<file path="src/rtl/pq_buffer_seq.sv">
// Ping-pong buffer sequencer: clears both banks after reset, steers producer writes into the
// current bank, and on each step swaps banks and drains the previous one with zero-behind.
module pq_buffer_seq #(
  parameter int DATA_WIDTH = 8,
  parameter int ADDR_WIDTH = 4
) (
  input  logic                  i_clk,
  input  logic                  i_rst_n,
  input  logic                  i_step,
  output logic                  o_busy,
  output logic                  o_step_done,
  input  logic                  i_wr_req,
  input  logic [ADDR_WIDTH-1:0] i_wr_addr,
  input  logic [DATA_WIDTH-1:0] i_wr_data,
  output logic                  o_wr_ready,
  output logic                  o_out_valid,
  input  logic                  i_out_ready,
  output logic [DATA_WIDTH-1:0] o_out_data,
  output logic [ADDR_WIDTH-1:0] o_out_addr,
  output logic                  o_out_last,
  input  logic [DATA_WIDTH-1:0] i_dout2,
  output logic                  o_ctrl,
  output logic                  o_clear,
  output logic                  o_wr_en1,
  output logic [ADDR_WIDTH-1:0] o_wr_addr1,
  output logic [DATA_WIDTH-1:0] o_din1,
  output logic                  o_rd_en1,
  output logic                  o_rd_en2,
  output logic [ADDR_WIDTH-1:0] o_rd_addr2,
  output logic                  o_wr_en2,
  output logic [ADDR_WIDTH-1:0] o_wr_addr2,
  output logic [DATA_WIDTH-1:0] o_din2
);

  localparam logic [ADDR_WIDTH-1:0] LAST_ADDR = '1;

  localparam logic [1:0] S_CLR   = 2'd0;
  localparam logic [1:0] S_IDLE  = 2'd1;
  localparam logic [1:0] S_DRAIN = 2'd2;

  logic [1:0]            r_state;
  logic [ADDR_WIDTH-1:0] r_cnt;        // clear sweep address, then drain read pointer
  logic                  r_rd_issued;  // every address of the drain bank has been read
  logic                  r_ctrl;
  logic                  r_out_valid;
  logic [ADDR_WIDTH-1:0] r_out_addr;
  logic                  r_step_done;

  logic w_in_clr;
  logic w_in_idle;
  logic w_in_drain;
  logic w_port1_open;
  logic w_rd_en2;
  logic w_hs;
  logic w_last;

  assign w_in_clr     = (r_state == S_CLR);
  assign w_in_idle    = (r_state == S_IDLE);
  assign w_in_drain   = (r_state == S_DRAIN);
  assign w_port1_open = w_in_idle | w_in_drain;

  // Issue a read only when the output slot is free or being emptied this cycle.
  assign w_rd_en2 = w_in_drain & ~r_rd_issued & (~r_out_valid | i_out_ready);
  assign w_hs     = r_out_valid & i_out_ready;
  assign w_last   = r_out_valid & (r_out_addr == LAST_ADDR);

  // clear and busy are forced low while reset is held even though the state is CLR.
  assign o_busy      = i_rst_n & ~w_in_idle;
  assign o_clear     = i_rst_n & w_in_clr;
  assign o_step_done = r_step_done;
  assign o_ctrl      = r_ctrl;

  assign o_wr_ready  = w_port1_open;
  assign o_wr_en1    = w_port1_open & i_wr_req;
  assign o_wr_addr1  = w_in_clr ? r_cnt : i_wr_addr;
  assign o_din1      = w_port1_open ? i_wr_data : '0;
  assign o_rd_en1    = 1'b0;

  assign o_rd_en2    = w_rd_en2;
  assign o_rd_addr2  = r_cnt;
  assign o_wr_en2    = w_hs;
  assign o_wr_addr2  = r_out_addr;
  assign o_din2      = '0;

  assign o_out_valid = r_out_valid;
  assign o_out_data  = i_dout2;
  assign o_out_addr  = r_out_addr;
  assign o_out_last  = w_last;

  always_ff @(posedge i_clk or negedge i_rst_n) begin
    if (!i_rst_n) begin
      r_state     <= S_CLR;
      r_cnt       <= '0;
      r_rd_issued <= 1'b0;
      r_ctrl      <= 1'b0;
      r_step_done <= 1'b0;
    end else begin
      r_step_done <= 1'b0;
      case (r_state)
        S_CLR: begin
          r_cnt <= r_cnt + 1'b1;
          if (r_cnt == LAST_ADDR) r_state <= S_IDLE;
        end
        S_IDLE: begin
          if (i_step) begin
            r_ctrl      <= ~r_ctrl;
            r_cnt       <= '0;
            r_rd_issued <= 1'b0;
            r_state     <= S_DRAIN;
          end
        end
        S_DRAIN: begin
          if (w_rd_en2) begin
            r_cnt <= r_cnt + 1'b1;
            if (r_cnt == LAST_ADDR) r_rd_issued <= 1'b1;
          end
          if (w_hs && w_last) begin
            r_step_done <= 1'b1;
            r_state     <= S_IDLE;
          end
        end
        default: r_state <= S_CLR;
      endcase
    end
  end

  // Output slot: loaded by a read, held until the consumer takes it.
  always_ff @(posedge i_clk or negedge i_rst_n) begin
    if (!i_rst_n) begin
      r_out_valid <= 1'b0;
      r_out_addr  <= '0;
    end else if (w_in_drain) begin
      r_out_valid <= w_rd_en2 | (r_out_valid & ~i_out_ready);
      if (w_rd_en2) r_out_addr <= r_cnt;
    end
  end

endmodule

</file>
<file path="config.mk">
export PLATFORM = sky130hd
export DESIGN_NAME = pq_buffer_seq
export DESIGN_NICKNAME = d
export VERILOG_FILES = /design/src/rtl/pq_buffer_seq.sv
export SDC_FILE = /design/constraint.sdc
export NUM_CORES = 1
export LEC_CHECK = 0
export CORE_MARGIN = 4
export CORE_UTILIZATION = 35
export CTS_CLUSTER_DIAMETER = 50
export DETAILED_ROUTE_END_ITERATION = 7
export PLACE_DENSITY = 0.82
export SLEW_MARGIN = 40
export SYNTH_ARGS = -nofsm -noshare
export SYNTH_HDL_FRONTEND = slang
export SYNTH_SLANG_ARGS = --single-unit
</file>
<file path="constraint.sdc">
create_clock -name i_clk -period 3 [get_ports i_clk]
set_input_delay 0.75 -clock i_clk [delete_from_list [all_inputs] [get_ports i_clk]]
set_output_delay 0.75 -clock i_clk [all_outputs]
set_load 0.005 [all_outputs]
</file>
==> flow_summary.toml <==
[status]
status = "finished clean"

[cts]
clock_sinks = 14
clockBufferDepth = 2
cts-resized-gates = 0
cts_buffers = 3
post_cts_buffers = 0
cts_tree = "done"
htree_levels = 1
root_buffer = "clkbuf_4"
holdBufCountCts = 0
insertion_delay_ps = 280
clkTransAtPathRegs_ps = 80

[setup_path]
max_stage_delay_ps = 450
ff2ff_setup_slack_ps = 1260
worstSetupPathType = "register to output pin"
reg2reg_depth = 6
endpoint = "o_wr_addr1[1]"
endpoint_kind = "output pin"
crit_buf_inv = 2
cp_data_required_time_ps = 2250
cp-startpoint = "r_state[0]"
r2r-start = "r_state[1]"
start_kind = "register"
worst-path-stages = 4
arrival_ps = 1970
worstPathCellList = "inv_1 -> ha_1 -> mux2_2 -> clkdlybuf4s50_1"
reg2reg_to = "o_rd_addr2[3]"
crit_slowest_cell = "clkdlybuf4s50_1"
critPathTopFamily = "buffers and inverters"
path_max_fanout = 8

[floorplan]
io_pins = 76
die-area_um2 = 3878
die_w_um = 62.28
core_area_um2 = 2781
start_util_pct = 37.07
placementRows = 19
die_height_um = 62.28

[synth]
yosysWarnings = 0
synth-seq-cells = 14
syn-instance-count = 114
yosysMostFrequentCell = "buf_4"
yosysSeqAreaShare_pct = 33.98
ys.flop_type = "dfrtp_1"
synth_top_area_share_pct = 33.98
ys_top_cells_by_area = "dfrtp_1 (34%), buf_4 (15%), nand2_1 (6.6%)"
synthTopCellsByCount = "buf_4 (21), nand2_1 (18), dfrtp_1 (14)"
yosysUniqueCellTypes = 30
avgSynthCellArea_um2 = 9.044
async_flop_share_pct = 100.0
synth_area_um2 = 1031
yosys.area.top_type = "dfrtp_1"
synth_edf_count = 0

[layout]
drive_gt1_share_pct = 10.97
fillers = 262
antenna_cells = 0
multi_input_area_um2 = 505.5
final_cells = 186
nNetsFinal = 187
regArea_um2 = 350.3
area_growth_pct = 43.20

[global_route]
antenna_found_initial = 0
grt_pass1_vias = 906
grt_pass1_wl_um = 4029
overflow = 0
grt_start_max_net_pins = 15
grt_usage_pct = 12.55

[detailed_routing]
post-route-drc-count = 0
routed_wl_um = 2474
drtIter0Drc = 18
antenna_left = 0
avgViaCountPerCell = 4.753
wire_per_inst_um = 13.30
drtPass1Iterations = 4
dr_total_vias = 884

[placement]
gp_congestion = 0.7662
port_buffers = 50
dp_hpwl_um = 2091
placed_cells = 183

[sta]
max_freq_ghz = 0.3680
hold_viol = 0
period_minus_slack_ps = 2717
grt_setup_unrepaired = "false"
finalSetupViolations = 0
drv_slew = 0
post-route-period-util_pct = 90.57
fin_setup_tns_ps = 0
holdWs_ps = 476.4
fin_skew_ps = 0.9391

[run]
drv_cap = 0

[hold_path]
worstHoldPathType = "register to register"

[power_and_ir_drop]
power.total_w = 0.0003539
peakVddDrop_uv = 186.8
p_leak_nw = 0.6958
p_per_area_nw_per_um2 = 239.7
==> through the flow <==
step                      utilization, %  setup slack, ps  instance area (um2)
after detailed placement           52.18            20.50                 1451
final                              53.08            282.8                 1476
after global placement             52.18            20.30                 1451
after global routing               53.08            185.3                 1476
after CTS                          52.99            20.28                 1474
after floorplan                        -            881.9                 1061
==> metal layers <==
layer / global-route usage (%) / up-vias / routed length [um]
li1: - / 427 / -
met1: 11.76 / 398 / 859
met2: 23.32 / 53 / 1281
met3: 7.387 / 6 / 313
met4: 2.387 / 0 / 20
met5: 0 / - / 0
==> sequential cells by signal, indices dropped and copies added, names as in the netlist <==
register and flops:
r_rd_issued 1, r_state 2, o_rd_addr2 4, o_step_done 1, o_ctrl 1, o_out_valid 1
o_out_addr 4
==> layout by cell type (no fill, tap or decap) <==
master	count
a21oi_2	1
a221o_1	2
a22o_1	1
a2bb2oi_1	2
a32o_1	1
and2_1	10
and2b_1	1
and3_1	1
buf_4	4
clkbuf_4	3
clkdlybuf4s50_1	49
conb_1	9
dfrtp_1	14
dlymetal6s2s_1	1
ha_1	5
inv_1	7
mux2_2	6
mux2i_1	2
nand2_1	18
nand2b_2	1
nand3_1	2
nand4_1	1
nor2_1	3
nor2b_1	1
nor3_1	2
nor3b_1	2
o21ai_0	1
o21ai_2	2
o21bai_1	1
or2_1	1
xnor2_1	1
==> how the worst min path moves through the flow <==
stage,endpoint,depth (start not counted),from
finish,o_ctrl,1,o_ctrl
global route,o_ctrl,1,o_ctrl
CTS,o_ctrl,1,o_ctrl
detailed placement,o_ctrl,1,o_ctrl
global placement,o_ctrl,1,o_ctrl
floorplan,o_ctrl,0,i_rst_n
==> cell families after synthesis <==
| group | count (synthesis) | synth area share, % |
|---|---|---|
| multiplexers | 8 | 8.495 |
| flip-flops | 14 | 33.98 |
| other | 1 | 0.3637 |
| AO/OA/AOI/OAI | 11 | 9.224 |
| buffers and inverters | 31 | 19.90 |
| XOR/XNOR | 1 | 0.8497 |
| AND/OR/NAND/NOR | 43 | 21.12 |
| adder cells (fa/ha/maj) | 5 | 6.068 |
==> where the power goes <==
| group | switching [W] | internal [W] |
|---|---|---|
| registers | 0.0000000000000000000666 | 0.000188 |
| clock network | 0.0000597 | 0.0000466 |
| logic | 0.0000183 | 0.0000407 |
==> cell type report <==
class,count,share of cell area (%)
Timing Repair Buffer,54,36.10
Clock buffer,3,1.525
Tap cell,31,2.627
Sequential cell,14,23.73
Multi-Input combinational cell,77,34.24
Inverter,7,1.780
Note: power is estimated with default switching activity, not from simulation.
